<file path="src/rtl/uart_tx_piso_if.sv">
// Load/handshake bundle between a word source and the UART transmit framer.
interface uart_tx_piso_if #(
    parameter int unsigned DATA_WIDTH = 8
);
    logic                  load;
    logic [DATA_WIDTH-1:0] parallel_in;
    logic                  ready;
    logic                  busy;
    logic                  done;

    modport master (
        output load,
        output parallel_in,
        input  ready,
        input  busy,
        input  done
    );

    modport slave (
        input  load,
        input  parallel_in,
        output ready,
        output busy,
        output done
    );
endinterface

</file>
<file path="src/rtl/uart_tx_piso.sv">
// UART transmit framer: captures one word per handshake and shifts out
// start, LSB-first data, optional parity and 1-2 stop bits on baud_tick.
module uart_tx_piso #(
    parameter int unsigned DATA_WIDTH = 8,
    parameter int unsigned PARITY_EN  = 0,
    parameter int unsigned PARITY_ODD = 0,
    parameter int unsigned STOP_BITS  = 1
) (
    input  logic            tx_clk,
    input  logic            rst,
    input  logic            baud_tick,
    uart_tx_piso_if.slave   bus,
    output logic            serial_out
);

    localparam int unsigned CNT_W = (DATA_WIDTH > 1) ? $clog2(DATA_WIDTH) : 1;
    localparam logic [CNT_W-1:0] LAST_BIT = CNT_W'(DATA_WIDTH - 1);
    localparam logic LAST_STOP = (STOP_BITS == 2);

    typedef enum logic [2:0] {
        S_IDLE,
        S_ARMED,
        S_START,
        S_DATA,
        S_PARITY,
        S_STOP
    } state_t;

    state_t                state;
    logic [DATA_WIDTH-1:0] shreg;
    logic [DATA_WIDTH-1:0] word;
    logic [CNT_W-1:0]      bit_cnt;
    logic                  stop_cnt;
    logic                  ready_q;
    logic                  busy_q;
    logic                  done_q;
    logic                  parity_c;

    // Parity comes from the captured word, which is never shifted.
    assign parity_c = (^word) ^ (PARITY_ODD != 0);

    assign bus.ready = ready_q;
    assign bus.busy  = busy_q;
    assign bus.done  = done_q;

    always_ff @(posedge tx_clk) begin
        if (rst) begin
            state      <= S_IDLE;
            shreg      <= '0;
            word       <= '0;
            bit_cnt    <= '0;
            stop_cnt   <= 1'b0;
            serial_out <= 1'b1;
            ready_q    <= 1'b1;
            busy_q     <= 1'b0;
            done_q     <= 1'b0;
        end else begin
            done_q <= 1'b0;
            case (state)
                // Ticks are ignored here, so a tick coinciding with accept only arms.
                S_IDLE: begin
                    if (bus.load && ready_q) begin
                        shreg   <= bus.parallel_in;
                        word    <= bus.parallel_in;
                        state   <= S_ARMED;
                        ready_q <= 1'b0;
                        busy_q  <= 1'b1;
                    end
                end
                S_ARMED: begin
                    if (baud_tick) begin
                        state      <= S_START;
                        serial_out <= 1'b0;
                    end
                end
                S_START: begin
                    if (baud_tick) begin
                        state      <= S_DATA;
                        serial_out <= shreg[0];
                        shreg      <= shreg >> 1;
                        bit_cnt    <= '0;
                    end
                end
                S_DATA: begin
                    if (baud_tick) begin
                        if (bit_cnt == LAST_BIT) begin
                            stop_cnt <= 1'b0;
                            if (PARITY_EN != 0) begin
                                state      <= S_PARITY;
                                serial_out <= parity_c;
                            end else begin
                                state      <= S_STOP;
                                serial_out <= 1'b1;
                            end
                        end else begin
                            serial_out <= shreg[0];
                            shreg      <= shreg >> 1;
                            bit_cnt    <= bit_cnt + 1'b1;
                        end
                    end
                end
                S_PARITY: begin
                    if (baud_tick) begin
                        state      <= S_STOP;
                        serial_out <= 1'b1;
                    end
                end
                S_STOP: begin
                    if (baud_tick) begin
                        if (stop_cnt == LAST_STOP) begin
                            state   <= S_IDLE;
                            done_q  <= 1'b1;
                            ready_q <= 1'b1;
                            busy_q  <= 1'b0;
                        end else begin
                            stop_cnt <= 1'b1;
                        end
                    end
                end
                default: begin
                    state      <= S_IDLE;
                    serial_out <= 1'b1;
                    ready_q    <= 1'b1;
                    busy_q     <= 1'b0;
                end
            endcase
        end
    end

endmodule

</file>
<file path="src/flat_wrapper.sv">
// flat-port wrapper written by rule: the top's interface ports become plain ports
module uart_tx_piso_flat 
#(
    parameter int unsigned DATA_WIDTH = 8,
    parameter int unsigned PARITY_EN  = 0,
    parameter int unsigned PARITY_ODD = 0,
    parameter int unsigned STOP_BITS  = 1
)
  (tx_clk, rst, baud_tick, serial_out, bus_load, bus_parallel_in, bus_ready, bus_busy, bus_done);
  uart_tx_piso_if #(.DATA_WIDTH(DATA_WIDTH)) bus_i ();
  input  logic tx_clk;
  input  logic rst;
  input  logic baud_tick;
  output logic serial_out;
  input wire logic [$bits(bus_i.load)-1:0] bus_load;
  input wire logic [$bits(bus_i.parallel_in)-1:0] bus_parallel_in;
  output wire logic [$bits(bus_i.ready)-1:0] bus_ready;
  output wire logic [$bits(bus_i.busy)-1:0] bus_busy;
  output wire logic [$bits(bus_i.done)-1:0] bus_done;
  assign bus_i.load = bus_load;
  assign bus_i.parallel_in = bus_parallel_in;
  assign bus_ready = bus_i.ready;
  assign bus_busy = bus_i.busy;
  assign bus_done = bus_i.done;
  uart_tx_piso #(.DATA_WIDTH(DATA_WIDTH), .PARITY_EN(PARITY_EN), .PARITY_ODD(PARITY_ODD), .STOP_BITS(STOP_BITS)) u_core (.tx_clk(tx_clk), .rst(rst), .baud_tick(baud_tick), .bus(bus_i), .serial_out(serial_out));
endmodule
</file>
<file path="config.mk">
export PLATFORM = sky130hd
export DESIGN_NAME = uart_tx_piso_flat
export DESIGN_NICKNAME = d
export VERILOG_FILES = /design/src/rtl/uart_tx_piso_if.sv /design/src/rtl/uart_tx_piso.sv /design/src/flat_wrapper.sv
export SDC_FILE = /design/constraint.sdc
export NUM_CORES = 1
export LEC_CHECK = 0
export ABC_CLOCK_PERIOD_IN_PS = 3420
export CAP_MARGIN = 20
export CORE_ASPECT_RATIO = 0.75
export CORE_UTILIZATION = 55
export DETAILED_ROUTE_END_ITERATION = 12
export PLACE_DENSITY = 0.86
export SETUP_SLACK_MARGIN = 0.4
export SYNTH_ARGS = -nofsm -noshare
export SYNTH_HDL_FRONTEND = slang
export SYNTH_SLANG_ARGS = --single-unit
</file>
<file path="constraint.sdc">
create_clock -name tx_clk -period 3.42 [get_ports tx_clk]
set_input_delay 0.684 -clock tx_clk [delete_from_list [all_inputs] [get_ports tx_clk]]
set_output_delay 0.684 -clock tx_clk [all_outputs]
set_load 0.005 [all_outputs]
</file>
==> summary.txt, run 1 <==
Pwr
  – Comb power frac: 0.241
  – Power consumption: 502.5 uW
  – Sw frac: 0.2935
  – Flop pwr share: 0.497
  – Power Internal: between 300 and 400 uW
  – Clock power frac: 0.261
  – Max rail drop VDD: 0.0003416 V
  – Pwr dens: 438.0 nW/um^2
  – Leak: between 0.0004 and 0.0005 uW
  – Sw power: 147.5 uW

Drt
  – Wire per inst: ~14 um
  – ANT nets after route: 0
  – Drt pass-1 iters: 4
  – DR DRC count: 0
  – Drt initial violations: 21
  – WL met1: roughly 1000 um
  – DR vias: 853
  – Met3 wire len: between 100 and 150 um
  – Highest Signal Layer: met4
  – Mean number of vias per cell: 6.050
  – Final wirelength: between 2000 and 2500 um
  – Met2 Routed Length: 891 um

Min path
  – Hold path depth: 2
  – Hold Path Origin: u_core.bus.busy
  – Worst Hold Class: flip-flop to flip-flop
  – Worst hold endpoint: u_core.bus.busy

Clock tree
  – Max Root-Sink Buffers: 2
  – CTS Root Cell: clkbuf_4
  – Clock-pin slew on the worst setup and hold paths: 0.10 ns
  – Post-CTS Resized: 0
  – CTS Buf Count: 3
  – H-tree depth: 1
  – CTS tree: built
  – # Post-CTS Setup Buffers: 0
  – CTS hold repair buffers: 0
  – Clock sinks: 18
  – Clock latency on the worst-skew pair: 0.30 ns

Timing
  – RSZ-0062 raised after global routing: false
  – Worst setup margin: roughly 1.1 ns
  – Maximum clock rate: between 400 and 500 MHz
  – Final Hold Fails: 0
  – Setup-failing EPs final: 0
  – Tcrit/Tclk final: 0.6749
  – Worst-Margin Slew: 0.8174 ns
  – Max Slew Vio Count: 0
  – Slew HR: 0.4533
  – Skew final: 0.007374 ns
  – Setup tns final: 0 ns
  – Tmin final: 2.308 ns

Worst setup path
  – WS Path Type: primary input to flip-flop
  – Reg-to-Reg End: u_core.shreg[0]
  – Worst EP required: 3.58 ns
  – Reg2reg path depth: 5
  – Worst setup EP type: flip-flop
  – Critical Path, Cell by Cell: clkdlybuf4s50_1, a21boi_2, a22o_1, a311oi_2
  – Worst path slowest cell: clkdlybuf4s50_1
  – Reg2Reg Launch Point: u_core.bit_cnt[0]
  – Crit-path leading delay family: compound AO/OA/AOI/OAI gates
  – CP Max Fanout: 10
  – Startpoint Class: primary input
  – Worst path max stage delay: 0.64 ns
  – Stages on the worst setup path: 4
  – Worst EP arrival: 2.47 ns
  – R2R Setup Slk: 1.44 ns
  – CP bufs+invs: 1

Synth
  – FF+latch count, synth: 18
  – Syn. warnings: 0
  – Syn_nets: 126
  – EDFF count, synth: 0
  – Top cell type's share of synthesized area: 0.3600
  – Async SR Flop Fraction: 0
  – Mapped Avg Cell Area: 9.018 sq um
  – Area leader, netlist: dfxtp_1
  – Most used flip-flop cell after synthesis: dfxtp_1
  – Synth Instances: 111
  – Distinct cell type count after synthesis: 37
  – Sequential area share after synthesis: 0.3600
  – Top cells by area, synth: dfxtp_1 (36%), a311oi_2 (11%), nand2_1 (6.8%)
  – Post-Syn Area: 1001 sq um

Finish
  – Ant. Diodes: 0
  – Final #Nets: 136
  – Share of layout cells above drive strength 1: 0.1167
  – Final Cell Area: 1147 sq um
  – Layout area overhead: 14.62%

GRT
  – Total GRT Usage: 0.2487
  – Remaining Overflow, GRT: 0
  – First-pass GRT wire length: 3560 um
  – Initial antenna violation count: 0
  – Number of global-route vias before repair: 802
  – Largest net degree at the start of global routing: 20

Job
  – Max-cap violations: 0

Floorplan
  – Die ar.: 1996 sq um
  – # rows: 12
  – # IOs: 16
  – Core Region: 1592 sq um
  – Initial Util: 0.6289
  – Die Y: a little under 40 um
  – Chip width: slightly above 50 um

Placement
  – Pre-CTS WS: 0.8080 ns
  – Cell Area, Placed: 1111 sq um
  – Final Wtd Congestion: 0.8152
  – DP Wirelength: 1352 um
  – Port buffer count: 15

Status
  – Status: completed
[cell type report]
class | count | area [sq um]
Multi-Input combinational cell | 80 | 559.3
Fill cell | 133 | 444.2
Sequential cell | 18 | 360.3
Timing Repair Buffer | 16 | 157.7
Clock buffer | 4 | 36.28
Tap cell | 21 | 26.28
Inverter | 2 | 7.507
[layout by cell type (no fill, tap or decap), drive strengths merged, types with 2 or more instances in the layout]
cell type	n
ha	3
o21ai	6
nand4	2
clkbuf	4
nor2	4
a21oi	8
a221oi	7
dfxtp	18
inv	2
clkdlybuf4s50	15
a21boi	2
nand2b	4
nand2	18
a311oi	7
[cells in the mapped netlist, types with 3 or more instances]
master,n
o21ai_0,6
a21oi_1,8
dfxtp_1,18
ha_1,3
nor2_1,4
nand2b_1,4
nand2_1,18
a221oi_1,7
a311oi_2,7
buf_4,4
[power by group through the flow]
stage / Combinational [uW] / Sequential (uW) / Clock, uW
2_1_floorplan: 99.7 / 246 / 0
3_3_place_gp: 116 / 254 / 0
3_5_place_dp: 120 / 254 / 0
4_1_cts: 122 / 250 / 135
5_1_grt: 134 / 253 / 146
6_report: 121 / 250 / 131
[metal layers]
layer	up-vias	GRT usage
li1	432	-
met1	397	0.3176
met2	20	0.4178
met3	4	0.08235
met4	0	0.04054
met5	-	0
[logic make-up after synthesis]
| kind of cell | after synthesis | share of synthesized area |
|---|---|---|
| AO/OA/AOI/OAI | 40 | 0.3350 |
| AND/OR/NAND/NOR | 36 | 0.1763 |
| flip-flops | 18 | 0.3600 |
| buffers and inverters | 13 | 0.08125 |
| adder cells (fa/ha/maj) | 3 | 0.03750 |
| multiplexers | 1 | 0.01000 |
[how the worst max path moves through the flow]
stage,from,end
after floorplan,baud_tick,u_core.shreg[7]
after global placement,baud_tick,u_core.shreg[0]
after detailed placement,baud_tick,u_core.shreg[5]
after CTS,baud_tick,u_core.shreg[7]
after global routing,baud_tick,u_core.shreg[6]
final,baud_tick,u_core.shreg[0]
[stage by stage]
| step | instances | util | hold WS [ns] |
|---|---|---|---|
| 5_1_grt | 141 | 0.7209 | 0.5143 |
| 3_5_place_dp | 137 | 0.6981 | 0.4608 |
| 2_1_floorplan | 111 | - | 0.4487 |
| 6_report | 141 | 0.7209 | 0.4738 |
| 4_1_cts | 141 | 0.7209 | 0.4787 |
| 3_3_place_gp | 137 | 0.6981 | 0.4548 |
[registers in the layout, indices dropped and copies added, names as in the netlist]
register           flops
u_core.bus.busy        1
u_core.bus.ready       1
u_core.bus.done        1
u_core.state           3
u_core.serial_out      1
u_core.bit_cnt         3
u_core.shreg           8
[worst reg2reg max path: stages, from the launching register on]
cell and delay, ns:
dfxtp_1 0.34, ha_1 0.22, ha_1 0.21, a21boi_2 0.39, a22o_1 0.51, a311oi_2 0.17
(Power assumes the default switching activity.)
==> inputs of run 2 (changes only) <==
Settings changed: ABC_CLOCK_PERIOD_IN_PS 3420 to 2400, CORE_UTILIZATION 55 to 51, PLACE_DENSITY 0.86 to 0.81.
Clock period 3.42 ns to 2.4 ns, I/O delays scaled along.
==> run 2 against run 1 <==
Compared with the run above: register-to-register slack lost 0.76 ns; largest power group unchanged; flip-flop and latch count is the same; count of clock-buffer cells in the layout shrank 1; die area grew 7.5%; non-clock buffer count grew 5; setup slack lost 0.43 ns; clock skew shrank 0.0065 ns; sequential share of layout area shrank 0.67 points; design area grew 2.2%; global-route usage shrank 2.3 points; total power grew 37%.
==> summary.txt, run 2 (synthesis gave the netlist of run 1 again) <==
Timing
  – Tcrit/Tclk final: 0.7175
  – Worst-Margin Slew: 0.7419 ns
  – Tmin final: 1.722 ns
  – RSZ-0062 raised after global routing: false
  – Setup tns final: 0 ns
  – Skew final: 0.0008734 ns
  – Final Hold Fails: 0
  – Final hold slack: 0.4861 ns
  – Setup-failing EPs final: 0
  – Slew HR: 0.5038
  – Maximum clock rate: 580.7 MHz
  – Max Slew Vio Count: 0

Finish
  – Sequential cell area: 360.3 sq um
  – Filler cells: 154
  – Share of layout cells above drive strength 1: 0.1452
  – Area occupied by multi-input gates: 559.3 sq um
  – Max reg flops: 8
  – Ant. Diodes: 0
  – Largest regs: u_core.shreg: 8 flops, u_core.bit_cnt: 3 flops, u_core.state: 3 flops
  – Most flop-heavy register: u_core.shreg
  – Final Core Density: 0.6552
  – Layout area overhead: 17.12%
  – Final Cell Area: 1172 sq um
  – Most frequent cells in the layout: nand2_1 (18), dfxtp_1 (18), clkdlybuf4s50_1 (15)
  – Final #Nets: around 140

Worst setup path
  – R2R Setup Slk: around 0.68 ns
  – Worst EP arrival: 1.87 ns
  – Reg2reg path depth: 5
  – CP Max Fanout: 8
  – Startpoint Class: flip-flop
  – Worst path slowest cell: a22o_1
  – Crit-path leading delay family: compound AO/OA/AOI/OAI gates
  – CP Launch Point: u_core.bit_cnt[0]
  – Critical Path, Cell by Cell: ha_1, ha_1, a21boi_2, a22o_1, a311oi_2
  – Reg-to-Reg End: u_core.shreg[2]
  – CP bufs+invs: 0
  – Worst path max stage delay: 0.45 ns
  – Worst EP required: 2.55 ns
  – Reg2Reg Launch Point: u_core.bit_cnt[0]
  – WS Path Type: flip-flop to flip-flop
  – Worst setup EP type: flip-flop
  – CP most frequent cell: ha_1

Job
  – Max-cap violations: 0

Clock tree
  – Clock-pin slew on the worst setup and hold paths: 0.10 ns
  – # Post-CTS Setup Buffers: 0
  – CTS tree: built
  – H-tree depth: 1
  – CTS hold repair buffers: 0
  – CTS Buf Count: 3
  – Max Root-Sink Buffers: 2
  – Clock sinks: 18
  – Clock latency on the worst-skew pair: roughly 0.29 ns
  – CTS Root Cell: clkbuf_4
  – Post-CTS Resized: 0

Floorplan
  – # rows: 13
  – # IOs: 16
  – Die ar.: 2146 sq um
  – Core Region: ~1800 sq um
  – Die Y: around 40 um
  – Initial Util: 0.5594
  – Chip width: 53.16 um

Drt
  – DR DRC count: 0
  – Wire per inst: between 10 and 15 um
  – DR vias: 885
  – ANT nets after route: 0
  – Final wirelength: 2114 um
  – Drt initial violations: 14
  – Mean number of vias per cell: 6.062
  – Drt pass-1 iters: 4

Placement
  – Cell Area, Placed: around 1100 sq um
  – Port buffer count: 15
  – Final Wtd Congestion: 0.7571
  – DP Wirelength: 1487 um

Pwr
  – Power consumption: 689.3 uW
  – Max rail drop VDD: 0.0004575 V
  – Pwr dens: 587.9 nW/um^2
  – Comb power frac: 0.268
  – Flop pwr share: 0.516
  – Sw power: 208.4 uW
  – Leak: 0.0004313 uW
  – Power Internal: 480.9 uW
  – Clock power frac: 0.216
  – Sw frac: 0.3023

Min path
  – Worst Hold Class: flip-flop to flip-flop
  – Hold path depth: 2
  – Hold Path Origin: u_core.bit_cnt[1]
  – Worst hold endpoint: u_core.bit_cnt[1]

GRT
  – Initial antenna violation count: 0
  – First-pass GRT wire length: ~3300 um
  – Remaining Overflow, GRT: 0
  – Total GRT Usage: 0.2253
  – Largest net degree at the start of global routing: 18
  – Number of global-route vias before repair: 694

Status
  – Status: completed
-- run 2: changes by cell type in the layout (fill, tap and decap cells not counted) --
cell / delta
buf_4: +5
clkbuf_8: -1
-- run 2: metal layers --
layer,track usage,up-vias,routed length [um]
li1,-,441,-
met1,0.2969,420,999
met2,0.3513,22,978
met3,0.07955,2,120
met4,0.05921,0,14
met5,0,-,0
-- run 2: power by group through the flow --
stage / logic [uW] / registers [uW] / clock network [uW]
after global routing: 203 / 360 / 170
after CTS: 186 / 355 / 152
final: 185 / 356 / 149
after global placement: 178 / 361 / 0
after detailed placement: 185 / 362 / 0
after floorplan: 142 / 350 / 0
-- run 2: worst max path at each step --
stage                       to  slack (ns)  depth (start not counted)
5_1_grt              bus_ready        0.58                          1
2_1_floorplan  u_core.shreg[7]        0.84                          6
3_3_place_gp   u_core.shreg[6]        0.46                          4
3_5_place_dp   u_core.shreg[2]        0.42                          4
6_report       u_core.shreg[2]        0.68                          5
4_1_cts        u_core.shreg[2]        0.67                          5
-- run 2: metrics by stage --
stage	cells	setup slack [ns]
6_report	146	0.6781
3_3_place_gp	143	0.4580
5_1_grt	146	0.5774
3_5_place_dp	143	0.4206
4_1_cts	146	0.6698
2_1_floorplan	111	0.8355
-- run 2: area by class of cell --
type                       instances  area share
multi-input combinational         80      0.4771
tap                               22     0.02348
timing repair buffer              21      0.1665
clock buffer                       3     0.01921
inverter                           2    0.006403
sequential                        18      0.3074
-- run 2: worst min-delay path, cell delays in order, from the launching register on --
cell     delay, ns
dfxtp_1       0.32
o21ai_0       0.07
a21oi_1       0.06
==> inputs of run 3 (changes only) <==
Settings changed: ABC_CLOCK_PERIOD_IN_PS 2400 to 1700.
Clock period 2.4 ns to 1.7 ns, I/O delays scaled along.
==> run 3 against run 2 <==
Compared with the run above: core utilization rose by 16 points; worst hold slack better by 0.0070 ns; register-to-register slack got worse by 0.46 ns; clock skew grew 0.0041 ns; global-route usage up 5.3 points; flip-flop and latch count unchanged; clock power is 86% higher; critical path depth did not move; sequential share of layout area fell by 5.0 points; largest cell class unchanged; combinational power increased by 94%; die area is the same.
==> summary.txt, run 3 (synthesis gave the netlist of run 1 again) <==
Status
  – Status: completed

Worst setup path
  – Reg2reg path depth: 5
  – Startpoint Class: flip-flop
  – R2R Setup Slk: 0.22 ns
  – Worst EP required: 1.95 ns
  – CP Max Fanout: 2
  – Worst EP arrival: 1.73 ns
  – Reg2Reg Launch Point: u_core.bit_cnt[1]
  – Worst setup EP type: flip-flop
  – Reg-to-Reg End: u_core.bit_cnt[0]
  – WS Path Type: flip-flop to flip-flop

Clock tree
  – CTS Buf Count: 3
  – H-tree depth: 1
  – Clock-pin slew on the worst setup and hold paths: 0.11 ns
  – CTS hold repair buffers: 0
  – Max Root-Sink Buffers: 2
  – Clock latency on the worst-skew pair: 0.31 ns
  – Clock sinks: 18
  – CTS Root Cell: clkbuf_4
  – CTS tree: built

GRT
  – Remaining Overflow, GRT: 0
  – Initial antenna violation count: 0
  – Number of global-route vias before repair: ~800
  – First-pass GRT wire length: 4002 um
  – Largest net degree at the start of global routing: 17
  – Total GRT Usage: 0.2780

Placement
  – Port buffer count: 15
  – Final Wtd Congestion: 0.8323
  – DP Wirelength: 1785 um

Timing
  – Setup tns final: 0 ns
  – RSZ-0062 raised after global routing: true
  – Worst-Margin Slew: approximately 0.44 ns
  – Tmin final: 1.485 ns
  – Final hold slack: between 0.4 and 0.5 ns
  – Max Slew Vio Count: 0
  – Setup-failing EPs final: 0
  – Slew HR: 0.7076
  – Final Hold Fails: 0
  – Tcrit/Tclk final: 0.8735
  – Skew final: about 0.005 ns
  – Maximum clock rate: roughly 670 MHz

Finish
  – Commonest non-fill, non-tap cell in the layout: buf_4
  – Most frequent cells in the layout: buf_4 (17), nand2_1 (16), clkdlybuf4s50_1 (10)
  – Final #Nets: 155
  – Share of layout cells above drive strength 1: 0.4460
  – Most flop-heavy register: u_core.shreg
  – Largest regs: u_core.shreg: 8 flops, u_core.bit_cnt: 3 flops, u_core.state: 3 flops
  – Filler cells: 107
  – Max reg flops: 8
  – Layout area overhead: 45.25%
  – Ant. Diodes: 0

Min path
  – Worst Hold Class: flip-flop to flip-flop
  – Hold path depth: 2
  – Hold Path Origin: u_core.shreg[7]
  – Worst hold endpoint: u_core.shreg[7]

Drt
  – DR DRC count: 0
  – Final wirelength: between 2000 and 3000 um
  – Mean number of vias per cell: about 6.2
  – ANT nets after route: 0
  – Drt pass-1 iters: 4
  – Wire per inst: 16.89 um
  – DR vias: around 1,000
  – Drt initial violations: 33

Floorplan
  – Die ar.: 2146 sq um
  – Initial Util: 0.5594
  – Chip width: 53.16 um
  – # IOs: 16
  – # rows: 13
  – Die Y: ~40 um
  – Core Region: about 1800 sq um

Pwr
  – Leak: roughly 0.00055 uW
  – Max rail drop VDD: slightly above 0.0006 V
  – Pwr dens: 785.6 nW/um^2

Job
  – Max-cap violations: 0
run 3: cell types whose count changed in the layout (fill, tap and decap cells not counted), moves of 5 or more:
cell | previous run | this run
dfxtp_1 | 18 | 9
clkdlybuf4s50_1 | 15 | 10
a221oi_1 | 7 | 2
buf_4 | 6 | 17
dfxtp_2 | 0 | 8
a221oi_2 | 0 | 5
run 3: layer usage:
| layer | routed length [um] | global-route usage | vias to the layer above |
|---|---|---|---|
| met5 | 0 | 0 | - |
| met4 | 65 | 0.09211 | 0 |
| met3 | 157 | 0.08712 | 10 |
| met2 | 1336 | 0.4778 | 40 |
| met1 | 1160 | 0.3348 | 472 |
| li1 | - | - | 474 |
run 3: through the flow:
| step | cells | total power (uW) | setup WS, ns | instance area, sq um | util |
|---|---|---|---|---|---|
| final | 161 | 1142 | 0.2150 | 1454 | 0.8126 |
| after global routing | 161 | 1190 | 0.1694 | 1454 | 0.8126 |
| after CTS | 160 | 1103 | 0.1957 | 1379 | 0.7706 |
| after detailed placement | 150 | 808.4 | -0.02080 | 1250 | 0.6986 |
| after global placement | 150 | 793.3 | 0.04036 | 1250 | 0.6986 |
| after floorplan | 111 | 698.0 | 0.2813 | 1036 | - |
run 3: final cells by class:
type	instances	area, sq um	share of cell area
repair buffers	35	321.6	0.2212
flip-flops and latches	18	374.1	0.2573
clock buffers	4	36.28	0.02496
well taps	22	27.53	0.01893
inverters	2	7.507	0.005164
multi-input cells	80	686.9	0.4725
run 3: worst max-delay path, stage by stage (launching register included):
cell and delay, ns:
dfxtp_2 0.35, ha_4 0.17, ha_4 0.17, a21bo_4 0.20, or4_4 0.41, a21oi_2 0.12
run 3: timing repair:
action	4_1_cts	5_1_grt
cloned	0	1
hold endpoints to repair	0	0
buffers inserted	6	0
gates resized for setup	20	21
pin swaps	12	11
setup endpoints to repair	18	17
run 3: worst max-delay path by stage:
| stage | cells after the start | from | endpoint | slack, ns |
|---|---|---|---|---|
| floorplan | 5 | u_core.bit_cnt[0] | u_core.bit_cnt[0] | 0.28 |
| global placement | 5 | baud_tick | u_core.shreg[3] | 0.04 |
| detailed placement | 4 | baud_tick | u_core.bit_cnt[0] | -0.02 |
| CTS | 5 | u_core.bit_cnt[0] | u_core.bit_cnt[0] | 0.20 |
| global route | 6 | u_core.bit_cnt[1] | u_core.bit_cnt[0] | 0.17 |
| finish | 5 | u_core.bit_cnt[1] | u_core.bit_cnt[0] | 0.22 |
run 3: power by group:
group / switching, uW / internal [uW] / total (uW)
Combinational: 173 / 185 / 358
Sequential: 40.3 / 467 / 507
Clock: 146 / 131 / 277
